$ cat src/rtl/arp_pkg.sv
// Shared constants, state encoding and frame payload type for the ARP sequencing controller.
package arp_pkg;

    localparam int unsigned MAC_W   = 48;
    localparam int unsigned IP_W    = 32;
    localparam int unsigned CNT_W   = 32;
    localparam int unsigned RETRY_W = 4;

    localparam logic [MAC_W-1:0] ARP_BCAST_MAC = 48'hff_ff_ff_ff_ff_ff;
    localparam logic             ARP_OP_REQ    = 1'b0;
    localparam logic             ARP_OP_RPL    = 1'b1;

    typedef enum logic [1:0] {
        ST_IDLE       = 2'd0,
        ST_REQ_TX     = 2'd1,
        ST_WAIT_REPLY = 2'd2,
        ST_RPL_TX     = 2'd3
    } arp_state_t;

    typedef struct packed {
        logic             op;
        logic [MAC_W-1:0] mac;
        logic [IP_W-1:0]  ip;
    } arp_frame_t;

endpackage

$ cat src/rtl/arp_ctrl_if.sv
// User-port bundle between the ARP sequencing controller (master) and the ARP rx/tx engine (slave).
interface arp_ctrl_if;
    import arp_pkg::*;

    logic             i_arp_rx_done;
    logic             i_arp_rx_type;
    logic [MAC_W-1:0] i_arp_srcmac_addr;
    logic [IP_W-1:0]  i_arp_srcip_addr;
    logic             o_arp_tx_en;
    logic             o_arp_tx_type;
    logic [MAC_W-1:0] o_arp_desmac_addr;
    logic [IP_W-1:0]  o_arp_desip_addr;
    logic             i_arp_tx_done;

    modport master (
        input  i_arp_rx_done, i_arp_rx_type, i_arp_srcmac_addr, i_arp_srcip_addr, i_arp_tx_done,
        output o_arp_tx_en, o_arp_tx_type, o_arp_desmac_addr, o_arp_desip_addr
    );

    modport slave (
        output i_arp_rx_done, i_arp_rx_type, i_arp_srcmac_addr, i_arp_srcip_addr, i_arp_tx_done,
        input  o_arp_tx_en, o_arp_tx_type, o_arp_desmac_addr, o_arp_desip_addr
    );

endinterface

$ cat src/rtl/arp_retry_timer.sv
// Reply-wait timer: clearable, freezes when not incremented, flags the last cycle of the wait window.
module arp_retry_timer
    import arp_pkg::*;
#(
    parameter int unsigned RETRY_CYCLES = 125_000_000
)(
    input  logic i_clk,
    input  logic i_rst_n,
    input  logic i_clr,
    input  logic i_inc,
    output logic o_expire_c
);

    logic [CNT_W-1:0] r_count;

    always_ff @(posedge i_clk or negedge i_rst_n) begin
        if (!i_rst_n) begin
            r_count <= '0;
        end else if (i_clr) begin
            r_count <= '0;
        end else if (i_inc) begin
            r_count <= r_count + CNT_W'(1);
        end
    end

    assign o_expire_c = (r_count == CNT_W'(RETRY_CYCLES - 1));

endmodule

$ cat src/rtl/arp_ctrl.sv
// ARP sequencing controller: answers requests for the board, resolves one peer IP with timed
// broadcast retries, and caches the learned peer MAC/IP.
module arp_ctrl
    import arp_pkg::*;
#(
    parameter int unsigned RETRY_CYCLES = 125_000_000,
    parameter int unsigned MAX_RETRY    = 3
)(
    input  logic             i_gmii_tx_clk,
    input  logic             i_rst_n,
    arp_ctrl_if.master       arp_bus,
    input  logic             i_resolve_req,
    input  logic [IP_W-1:0]  i_resolve_ip,
    output logic             o_busy,
    output logic             o_peer_valid,
    output logic [MAC_W-1:0] o_peer_mac,
    output logic [IP_W-1:0]  o_peer_ip,
    output logic             o_resolve_done,
    output logic             o_resolve_fail
);

    arp_state_t         r_state,     w_state_nxt;
    logic               r_resolving, w_resolving_nxt;
    logic [RETRY_W-1:0] r_retry,     w_retry_nxt;
    logic               r_pend_vld,  w_pend_vld_nxt;
    arp_frame_t         r_pend,      w_pend_nxt;
    logic               r_tx_en,     w_tx_en_nxt;
    arp_frame_t         r_tx,        w_tx_nxt;
    logic               r_peer_vld,  w_peer_vld_nxt;
    logic [MAC_W-1:0]   r_peer_mac,  w_peer_mac_nxt;
    logic [IP_W-1:0]    r_peer_ip,   w_peer_ip_nxt;
    logic               r_done,      w_done_nxt;
    logic               r_fail,      w_fail_nxt;
    logic               r_busy,      w_busy_nxt;
    logic               w_tmr_clr, w_tmr_inc, w_expire;
    logic               w_rx_req, w_cache_hit, w_reply_hit;

    arp_retry_timer #(.RETRY_CYCLES(RETRY_CYCLES)) u_timer (
        .i_clk      (i_gmii_tx_clk),
        .i_rst_n    (i_rst_n),
        .i_clr      (w_tmr_clr),
        .i_inc      (w_tmr_inc),
        .o_expire_c (w_expire)
    );

    assign w_rx_req    = arp_bus.i_arp_rx_done && (arp_bus.i_arp_rx_type == ARP_OP_REQ);
    assign w_cache_hit = arp_bus.i_arp_rx_done && (arp_bus.i_arp_srcip_addr == r_peer_ip)
                         && (r_resolving || r_peer_vld);
    // A cache already filled by a request frame from the peer counts as a reply.
    assign w_reply_hit = r_peer_vld || (arp_bus.i_arp_rx_done && (arp_bus.i_arp_rx_type == ARP_OP_RPL)
                         && (arp_bus.i_arp_srcip_addr == r_peer_ip));

    always_ff @(posedge i_gmii_tx_clk or negedge i_rst_n) begin
        if (!i_rst_n) begin
            r_state     <= ST_IDLE;
            r_resolving <= 1'b0;
            r_retry     <= '0;
            r_pend_vld  <= 1'b0;
            r_pend      <= '0;
            r_tx_en     <= 1'b0;
            r_tx        <= '0;
            r_peer_vld  <= 1'b0;
            r_peer_mac  <= '0;
            r_peer_ip   <= '0;
            r_done      <= 1'b0;
            r_fail      <= 1'b0;
            r_busy      <= 1'b0;
        end else begin
            r_state     <= w_state_nxt;
            r_resolving <= w_resolving_nxt;
            r_retry     <= w_retry_nxt;
            r_pend_vld  <= w_pend_vld_nxt;
            r_pend      <= w_pend_nxt;
            r_tx_en     <= w_tx_en_nxt;
            r_tx        <= w_tx_nxt;
            r_peer_vld  <= w_peer_vld_nxt;
            r_peer_mac  <= w_peer_mac_nxt;
            r_peer_ip   <= w_peer_ip_nxt;
            r_done      <= w_done_nxt;
            r_fail      <= w_fail_nxt;
            r_busy      <= w_busy_nxt;
        end
    end

    always_comb begin
        w_state_nxt     = r_state;
        w_resolving_nxt = r_resolving;
        w_retry_nxt     = r_retry;
        w_pend_vld_nxt  = r_pend_vld;
        w_pend_nxt      = r_pend;
        w_tx_en_nxt     = 1'b0;
        w_tx_nxt        = r_tx;
        w_peer_vld_nxt  = r_peer_vld;
        w_peer_mac_nxt  = r_peer_mac;
        w_peer_ip_nxt   = r_peer_ip;
        w_done_nxt      = 1'b0;
        w_fail_nxt      = 1'b0;
        w_tmr_clr       = 1'b0;
        w_tmr_inc       = 1'b0;

        if (w_cache_hit) begin
            w_peer_mac_nxt = arp_bus.i_arp_srcmac_addr;
            w_peer_vld_nxt = 1'b1;
        end

        case (r_state)
            ST_IDLE: begin
                if (r_pend_vld) begin
                    w_state_nxt    = ST_RPL_TX;
                    w_tx_en_nxt    = 1'b1;
                    w_tx_nxt       = r_pend;
                    w_pend_vld_nxt = 1'b0;
                end else if (i_resolve_req) begin
                    w_state_nxt     = ST_REQ_TX;
                    w_peer_ip_nxt   = i_resolve_ip;
                    w_peer_vld_nxt  = 1'b0;
                    w_retry_nxt     = '0;
                    w_resolving_nxt = 1'b1;
                    w_tx_en_nxt     = 1'b1;
                    w_tx_nxt        = '{op: ARP_OP_REQ, mac: ARP_BCAST_MAC, ip: i_resolve_ip};
                end
            end
            ST_REQ_TX: begin
                if (arp_bus.i_arp_tx_done) begin
                    w_tmr_clr   = 1'b1;
                    w_state_nxt = ST_WAIT_REPLY;
                end
            end
            ST_WAIT_REPLY: begin
                if (w_reply_hit) begin
                    w_done_nxt      = 1'b1;
                    w_resolving_nxt = 1'b0;
                    w_state_nxt     = ST_IDLE;
                end else if (r_pend_vld) begin
                    // Timer holds its value while the reply is out.
                    w_state_nxt    = ST_RPL_TX;
                    w_tx_en_nxt    = 1'b1;
                    w_tx_nxt       = r_pend;
                    w_pend_vld_nxt = 1'b0;
                end else if (w_expire) begin
                    if (r_retry < RETRY_W'(MAX_RETRY)) begin
                        w_retry_nxt = r_retry + RETRY_W'(1);
                        w_state_nxt = ST_REQ_TX;
                        w_tx_en_nxt = 1'b1;
                        w_tx_nxt    = '{op: ARP_OP_REQ, mac: ARP_BCAST_MAC, ip: r_peer_ip};
                    end else begin
                        w_fail_nxt      = 1'b1;
                        w_resolving_nxt = 1'b0;
                        w_peer_vld_nxt  = 1'b0;
                        w_state_nxt     = ST_IDLE;
                    end
                end else begin
                    w_tmr_inc = 1'b1;
                end
            end
            ST_RPL_TX: begin
                if (arp_bus.i_arp_tx_done) begin
                    w_state_nxt = r_resolving ? ST_WAIT_REPLY : ST_IDLE;
                end
            end
            default: w_state_nxt = ST_IDLE;
        endcase

        // Newest request wins; a same-cycle issue of the old one still re-arms the pending flag.
        if (w_rx_req) begin
            w_pend_vld_nxt = 1'b1;
            w_pend_nxt     = '{op: ARP_OP_RPL, mac: arp_bus.i_arp_srcmac_addr, ip: arp_bus.i_arp_srcip_addr};
        end

        w_busy_nxt = (w_state_nxt != ST_IDLE) || w_pend_vld_nxt;
    end

    assign arp_bus.o_arp_tx_en       = r_tx_en;
    assign arp_bus.o_arp_tx_type     = r_tx.op;
    assign arp_bus.o_arp_desmac_addr = r_tx.mac;
    assign arp_bus.o_arp_desip_addr  = r_tx.ip;
    assign o_busy                    = r_busy;
    assign o_peer_valid              = r_peer_vld;
    assign o_peer_mac                = r_peer_mac;
    assign o_peer_ip                 = r_peer_ip;
    assign o_resolve_done            = r_done;
    assign o_resolve_fail            = r_fail;

endmodule

$ cat src/flat_wrapper.sv
// flat-port wrapper written by rule: the top's interface ports become plain ports
module arp_ctrl_flat import arp_pkg::*;
#(
    parameter int unsigned RETRY_CYCLES = 125_000_000,
    parameter int unsigned MAX_RETRY    = 3
)
  (i_gmii_tx_clk, i_rst_n, i_resolve_req, i_resolve_ip, o_busy, o_peer_valid, o_peer_mac, o_peer_ip, o_resolve_done, o_resolve_fail, arp_bus_i_arp_rx_done, arp_bus_i_arp_rx_type, arp_bus_i_arp_srcmac_addr, arp_bus_i_arp_srcip_addr, arp_bus_i_arp_tx_done, arp_bus_o_arp_tx_en, arp_bus_o_arp_tx_type, arp_bus_o_arp_desmac_addr, arp_bus_o_arp_desip_addr);
  arp_ctrl_if arp_bus_i ();
  input  logic i_gmii_tx_clk;
  input  logic i_rst_n;
  input  logic i_resolve_req;
  input  logic [IP_W-1:0] i_resolve_ip;
  output logic o_busy;
  output logic o_peer_valid;
  output logic [MAC_W-1:0] o_peer_mac;
  output logic [IP_W-1:0] o_peer_ip;
  output logic o_resolve_done;
  output logic o_resolve_fail;
  input wire logic [$bits(arp_bus_i.i_arp_rx_done)-1:0] arp_bus_i_arp_rx_done;
  input wire logic [$bits(arp_bus_i.i_arp_rx_type)-1:0] arp_bus_i_arp_rx_type;
  input wire logic [$bits(arp_bus_i.i_arp_srcmac_addr)-1:0] arp_bus_i_arp_srcmac_addr;
  input wire logic [$bits(arp_bus_i.i_arp_srcip_addr)-1:0] arp_bus_i_arp_srcip_addr;
  input wire logic [$bits(arp_bus_i.i_arp_tx_done)-1:0] arp_bus_i_arp_tx_done;
  output wire logic [$bits(arp_bus_i.o_arp_tx_en)-1:0] arp_bus_o_arp_tx_en;
  output wire logic [$bits(arp_bus_i.o_arp_tx_type)-1:0] arp_bus_o_arp_tx_type;
  output wire logic [$bits(arp_bus_i.o_arp_desmac_addr)-1:0] arp_bus_o_arp_desmac_addr;
  output wire logic [$bits(arp_bus_i.o_arp_desip_addr)-1:0] arp_bus_o_arp_desip_addr;
  assign arp_bus_i.i_arp_rx_done = arp_bus_i_arp_rx_done;
  assign arp_bus_i.i_arp_rx_type = arp_bus_i_arp_rx_type;
  assign arp_bus_i.i_arp_srcmac_addr = arp_bus_i_arp_srcmac_addr;
  assign arp_bus_i.i_arp_srcip_addr = arp_bus_i_arp_srcip_addr;
  assign arp_bus_i.i_arp_tx_done = arp_bus_i_arp_tx_done;
  assign arp_bus_o_arp_tx_en = arp_bus_i.o_arp_tx_en;
  assign arp_bus_o_arp_tx_type = arp_bus_i.o_arp_tx_type;
  assign arp_bus_o_arp_desmac_addr = arp_bus_i.o_arp_desmac_addr;
  assign arp_bus_o_arp_desip_addr = arp_bus_i.o_arp_desip_addr;
  arp_ctrl #(.RETRY_CYCLES(RETRY_CYCLES), .MAX_RETRY(MAX_RETRY)) u_core (.i_gmii_tx_clk(i_gmii_tx_clk), .i_rst_n(i_rst_n), .arp_bus(arp_bus_i), .i_resolve_req(i_resolve_req), .i_resolve_ip(i_resolve_ip), .o_busy(o_busy), .o_peer_valid(o_peer_valid), .o_peer_mac(o_peer_mac), .o_peer_ip(o_peer_ip), .o_resolve_done(o_resolve_done), .o_resolve_fail(o_resolve_fail));
endmodule
$ cat config.mk
export PLATFORM = sky130hd
export DESIGN_NAME = arp_ctrl_flat
export DESIGN_NICKNAME = d
export VERILOG_FILES = /design/src/rtl/arp_pkg.sv /design/src/rtl/arp_ctrl_if.sv /design/src/rtl/arp_retry_timer.sv /design/src/rtl/arp_ctrl.sv /design/src/flat_wrapper.sv
export SDC_FILE = /design/constraint.sdc
export NUM_CORES = 1
export LEC_CHECK = 0
export CAP_MARGIN = 20
export CORE_ASPECT_RATIO = 1.5
export CORE_MARGIN = 3
export CORE_UTILIZATION = 54
export CTS_CLUSTER_DIAMETER = 200
export DETAILED_ROUTE_END_ITERATION = 8
export PLACE_DENSITY = 0.85
export SETUP_SLACK_MARGIN = 0.2
export SKIP_CTS_REPAIR_TIMING = 1
export SLEW_MARGIN = 30
export SYNTH_ARGS = -nofsm -noshare
export SYNTH_HDL_FRONTEND = slang
export SYNTH_SLANG_ARGS = --single-unit
$ cat constraint.sdc
create_clock -name i_gmii_tx_clk -period 6.3 [get_ports i_gmii_tx_clk]
set_input_delay 1.26 -clock i_gmii_tx_clk [delete_from_list [all_inputs] [get_ports i_gmii_tx_clk]]
set_output_delay 1.26 -clock i_gmii_tx_clk [all_outputs]
set_load 0.03 [all_outputs]
==> key figures <==
Synth
  • Synthesized netlist cell count: 970
  • Synthesized net count: about 1,100
  • Ys async rst share: 1.000
  • Seq cells post-synth: about 290
  • Ys Warns: 0
  • Area leader, netlist: dfrtp_1
  • Post-synthesis cell area: 12,460 µm²
  • Number of synthesized flops with an enable pin: 0
  • Syn Area/Cell: roughly 13 µm²
  • Netlist cell types: between 50 and 60
  • Synth top area share: 0.5765
  • Synth Flop Type: dfrtp_1
  • Sequential area share after synthesis: 0.5765
  • Top cells by area, synth: dfrtp_1, mux2_2, o22a_1

Pwr
  • Sw power: between 2000 and 3000 µW
  • Power Dens Cells: between 400 and 500 nW/µm²
  • Register share of total power: 0.369
  • Int Power: between 4000 and 5000 µW
  • Switching Share: 0.3669
  • Peak VDD IR: ~320 µV
  • Clock share of power: 0.232
  • Leak Pwr: about 0.0069 µW
  • Combinational share of power: 0.399

Critical path
  • Reg-to-Reg Start: u_core.o_peer_ip[30]
  • R2R cell count: 8
  • Critical Path Source Type: primary input
  • CP Class: primary input to register
  • R2R Setup Slk: 2.65 ns
  • Sum of buffers and inverters on the critical path: 2
  • CP Cell Sequence: clkdlybuf4s50_1 -> xnor2_1 -> nand4_1 -> nor4_1 -> nand2_1 -> o21a_1 -> o211ai_4 -> buf_4 -> o22a_1
  • Endpoint class of the critical path: register
  • Peak per-stage delay on the critical path: 0.80 ns
  • Top delay family on crit path: compound AO/OA/AOI/OAI gates
  • Critical Path AT: 4.84 ns
  • CP max stage cell: o211ai_4
  • Crit-path max FO: 26
  • R2r endpoint: u_core.arp_bus.o_arp_desmac_addr[44]
  • Worst path required time: about 6.8 ns

CTS
  • CTS H-tree depth: 1
  • CTS tree: built
  • Clk Latency, worst-skew pair: approximately 0.53 ns
  • CTS clk-pin slew, worst paths: 0.06 ns
  • Root Buffer: clkbuf_16
  • CTS Buf Count: 27
  • Clk buf depth: 3
  • Clock sink total: around 290

Layout
  • Multi-input logic area: roughly 5000 µm²
  • Storage cell area: between 7000 and 8000 µm²
  • Final core utilization: 0.7302
  • Number of fill cells: approximately 1,500
  • Share of cells above drive strength 1: 0.2183
  • NumNets Final: 1,361
  • Antenna fix cells: 0
  • Area growth syn-to-layout: 32.17%

Worst hold path
  • Worst hold path startpoint: u_core.r_pend[80]
  • Worst Hold Endpoint: u_core.r_pend[80]
  • WHS Path Cells: 1
  • HP Class: register to register

Routing
  • DRC viols: 0
  • Vias: 9,070
  • Via density: slightly below 6
  • Average wire per standard cell: around 22 µm
  • TritonRoute pass-1 iters: 6
  • Routed Antenna Nets: 0
  • Detailed Route Iter0 Violations: 483
  • Final Routed Wirelength: between 30,000 and 40,000 µm

Floorplanning
  • Core region area: 22,550 µm²
  • Die width: 130.0 µm
  • DIE AREA: 24,970 µm²
  • Initial core utilization: 0.5525
  • Die Y: a little under 200 µm
  • I/O pins: 284
  • Cell Rows: 67

Timing
  • Relative slew slack: 0.3726
  • RSZ-0062 raised after global routing: false
  • Post-route setup TNS: 0 ns
  • Final setup vio count: 0
  • Fmax: approximately 230 MHz
  • Max-slew violations: 0
  • Measured slew at the worst slew-check pin: 0.9384 ns
  • Final hold violation count: 0
  • Period utilisation layout: 0.6951
  • Max Clock Skew: approximately 0.012 ns
  • Final min period: roughly 4.4 ns

Global routing
  • Most used routing layer: met2
  • GRT overflow: 0
  • Initial antenna violation count: 0
  • Global routing usage on met2: 0.4684
  • Grt met3 use: 0.06956
  • First-pass GRT wire length: around 53,000 µm
  • GRT Total Usage: 0.2680
  • Met1 Usage GRT: 0.3154
  • Largest net degree at the start of global routing: about 120
  • Number of global-route vias before repair: around 9,700

Run status
  • Status: complete, no violations

Place
  • HPWL after DPL: ~23,000 µm
  • I/O Buffers: around 280
  • Routability cong.: around 0.82

Flow run
  • Maxcap violations: 0
[registers in the layout (all words and copies together) (netlist names)]
signal                            cells
u_core.r_pend                        81
u_core.arp_bus.o_arp_desmac_addr     48
u_core.o_peer_mac                    48
u_core.arp_bus.o_arp_desip_addr      32
u_core.o_peer_ip                     32
u_core.u_timer.r_count               32
u_core.r_retry                        4
u_core.r_state                        2
u_core.arp_bus.o_arp_tx_en            1
u_core.arp_bus.o_arp_tx_type          1
u_core.o_busy                         1
u_core.o_peer_valid                   1
u_core.o_resolve_done                 1
u_core.o_resolve_fail                 1
u_core.r_pend_vld                     1
u_core.r_resolving                    1
[cell families after synthesis]
group / after synthesis / synth area share
AO/OA/AOI/OAI: 170 / 0.09501
XOR/XNOR: 27 / 0.01898
adder cells (fa/ha/maj): 2 / 0.002008
buffers and inverters: 74 / 0.02712
flip-flops: 287 / 0.5765
multiplexers: 224 / 0.1990
AND/OR/NAND/NOR: 186 / 0.08145
[synthesized netlist by cell type, types with 9 or more instances]
cell and number:
dfrtp_1 287, mux2_2 189, nand2_1 70, o22a_1 49, o21ai_0 46, mux2i_1 35
a21oi_1 26, clkbuf_1 25, nor2_1 23, xnor2_1 23, buf_2 18, inv_1 18
nand3_1 18, o31ai_1 16, or4_1 15, nand4_1 10, nor3_1 9
[cell type report]
cell class              count  share of cell area
repair buffers            297              0.1807
well taps                 276             0.02097
multi-input cells         609              0.3027
clock inverters            11            0.008663
flip-flops and latches    287              0.4362
clock buffers              37             0.04635
inverters                  19            0.004331
[worst max-delay path by stage]
stage / startpoint / end / slack [ns] / cells after the start
detailed placement: arp_bus_i_arp_srcip_addr[30] / u_core.arp_bus.o_arp_tx_type / 1.40 / 9
global route: arp_bus_i_arp_srcip_addr[30] / u_core.arp_bus.o_arp_desmac_addr[44] / 1.73 / 9
floorplan: arp_bus_i_arp_srcip_addr[31] / u_core.o_peer_mac[38] / 3.23 / 8
global placement: arp_bus_i_arp_srcip_addr[30] / u_core.arp_bus.o_arp_tx_type / 1.46 / 9
finish: arp_bus_i_arp_srcip_addr[30] / u_core.arp_bus.o_arp_desmac_addr[44] / 1.92 / 9
CTS: arp_bus_i_arp_srcip_addr[30] / u_core.arp_bus.o_arp_tx_type / 1.94 / 9
[through the flow]
stage / hold slack, ns / total power (µW) / instance area, µm² / cells / setup slack [ns]
final: 0.4672 / 7193 / 16470 / 1536 / 1.921
after detailed placement: 0.4571 / 5549 / 15560 / 1488 / 1.402
after floorplan: 0.4396 / 4326 / 12460 / 970 / 3.227
after global placement: 0.4535 / 5480 / 15530 / 1487 / 1.457
after CTS: 0.4734 / 7246 / 16470 / 1536 / 1.937
after global routing: 0.5011 / 7516 / 16470 / 1536 / 1.729
[worst reg2reg max path, cell delays in order (launching register included)]
cell	delay (ns)
dfrtp_1	0.42
xnor2_1	0.35
nand4_1	0.17
nor4_1	0.50
nand2_1	0.24
o21a_1	0.48
o211ai_4	0.80
buf_4	0.43
o22a_1	0.20
[placed cells by master (no fill, tap or decap), types with 3 or more instances in the layout]
master,n
a31oi_1,5
a31o_2,4
buf_4,12
clkbuf_1,5
o211ai_1,3
nand4_1,10
or4_1,15
nor3_1,8
mux2_2,189
nor4_4,3
xor2_1,4
bufinv_16,3
o22ai_1,3
nor2_1,23
and4_1,3
mux2i_1,35
o31ai_1,16
clkdlybuf4s50_1,282
nand3_1,18
inv_1,18
nand2b_1,6
and3_1,5
o22a_1,49
a21oi_1,25
xnor2_1,23
clkbuf_16,27
clkbuf_8,5
nor2b_1,3
dfrtp_1,286
o21ai_0,46
nand2_1,70
nor4_1,5
clkinv_2,4
[routing by layer]
metal,part of all wire,wire length (µm)
met2,0.52,17620
met4,0.041,1376
met3,0.069,2310
met5,0,0
met1,0.37,12390
[power groups by stage]
stage          sequential [µW]  combinational, µW  clock, µW
2_1_floorplan             3300               1030          0
3_3_place_gp              2650               2830          0
3_5_place_dp              2670               2880          0
4_1_cts                   2650               2900       1700
5_1_grt                   2710               3040       1770
6_report                  2650               2870       1670
(Power assumes the default switching activity.)
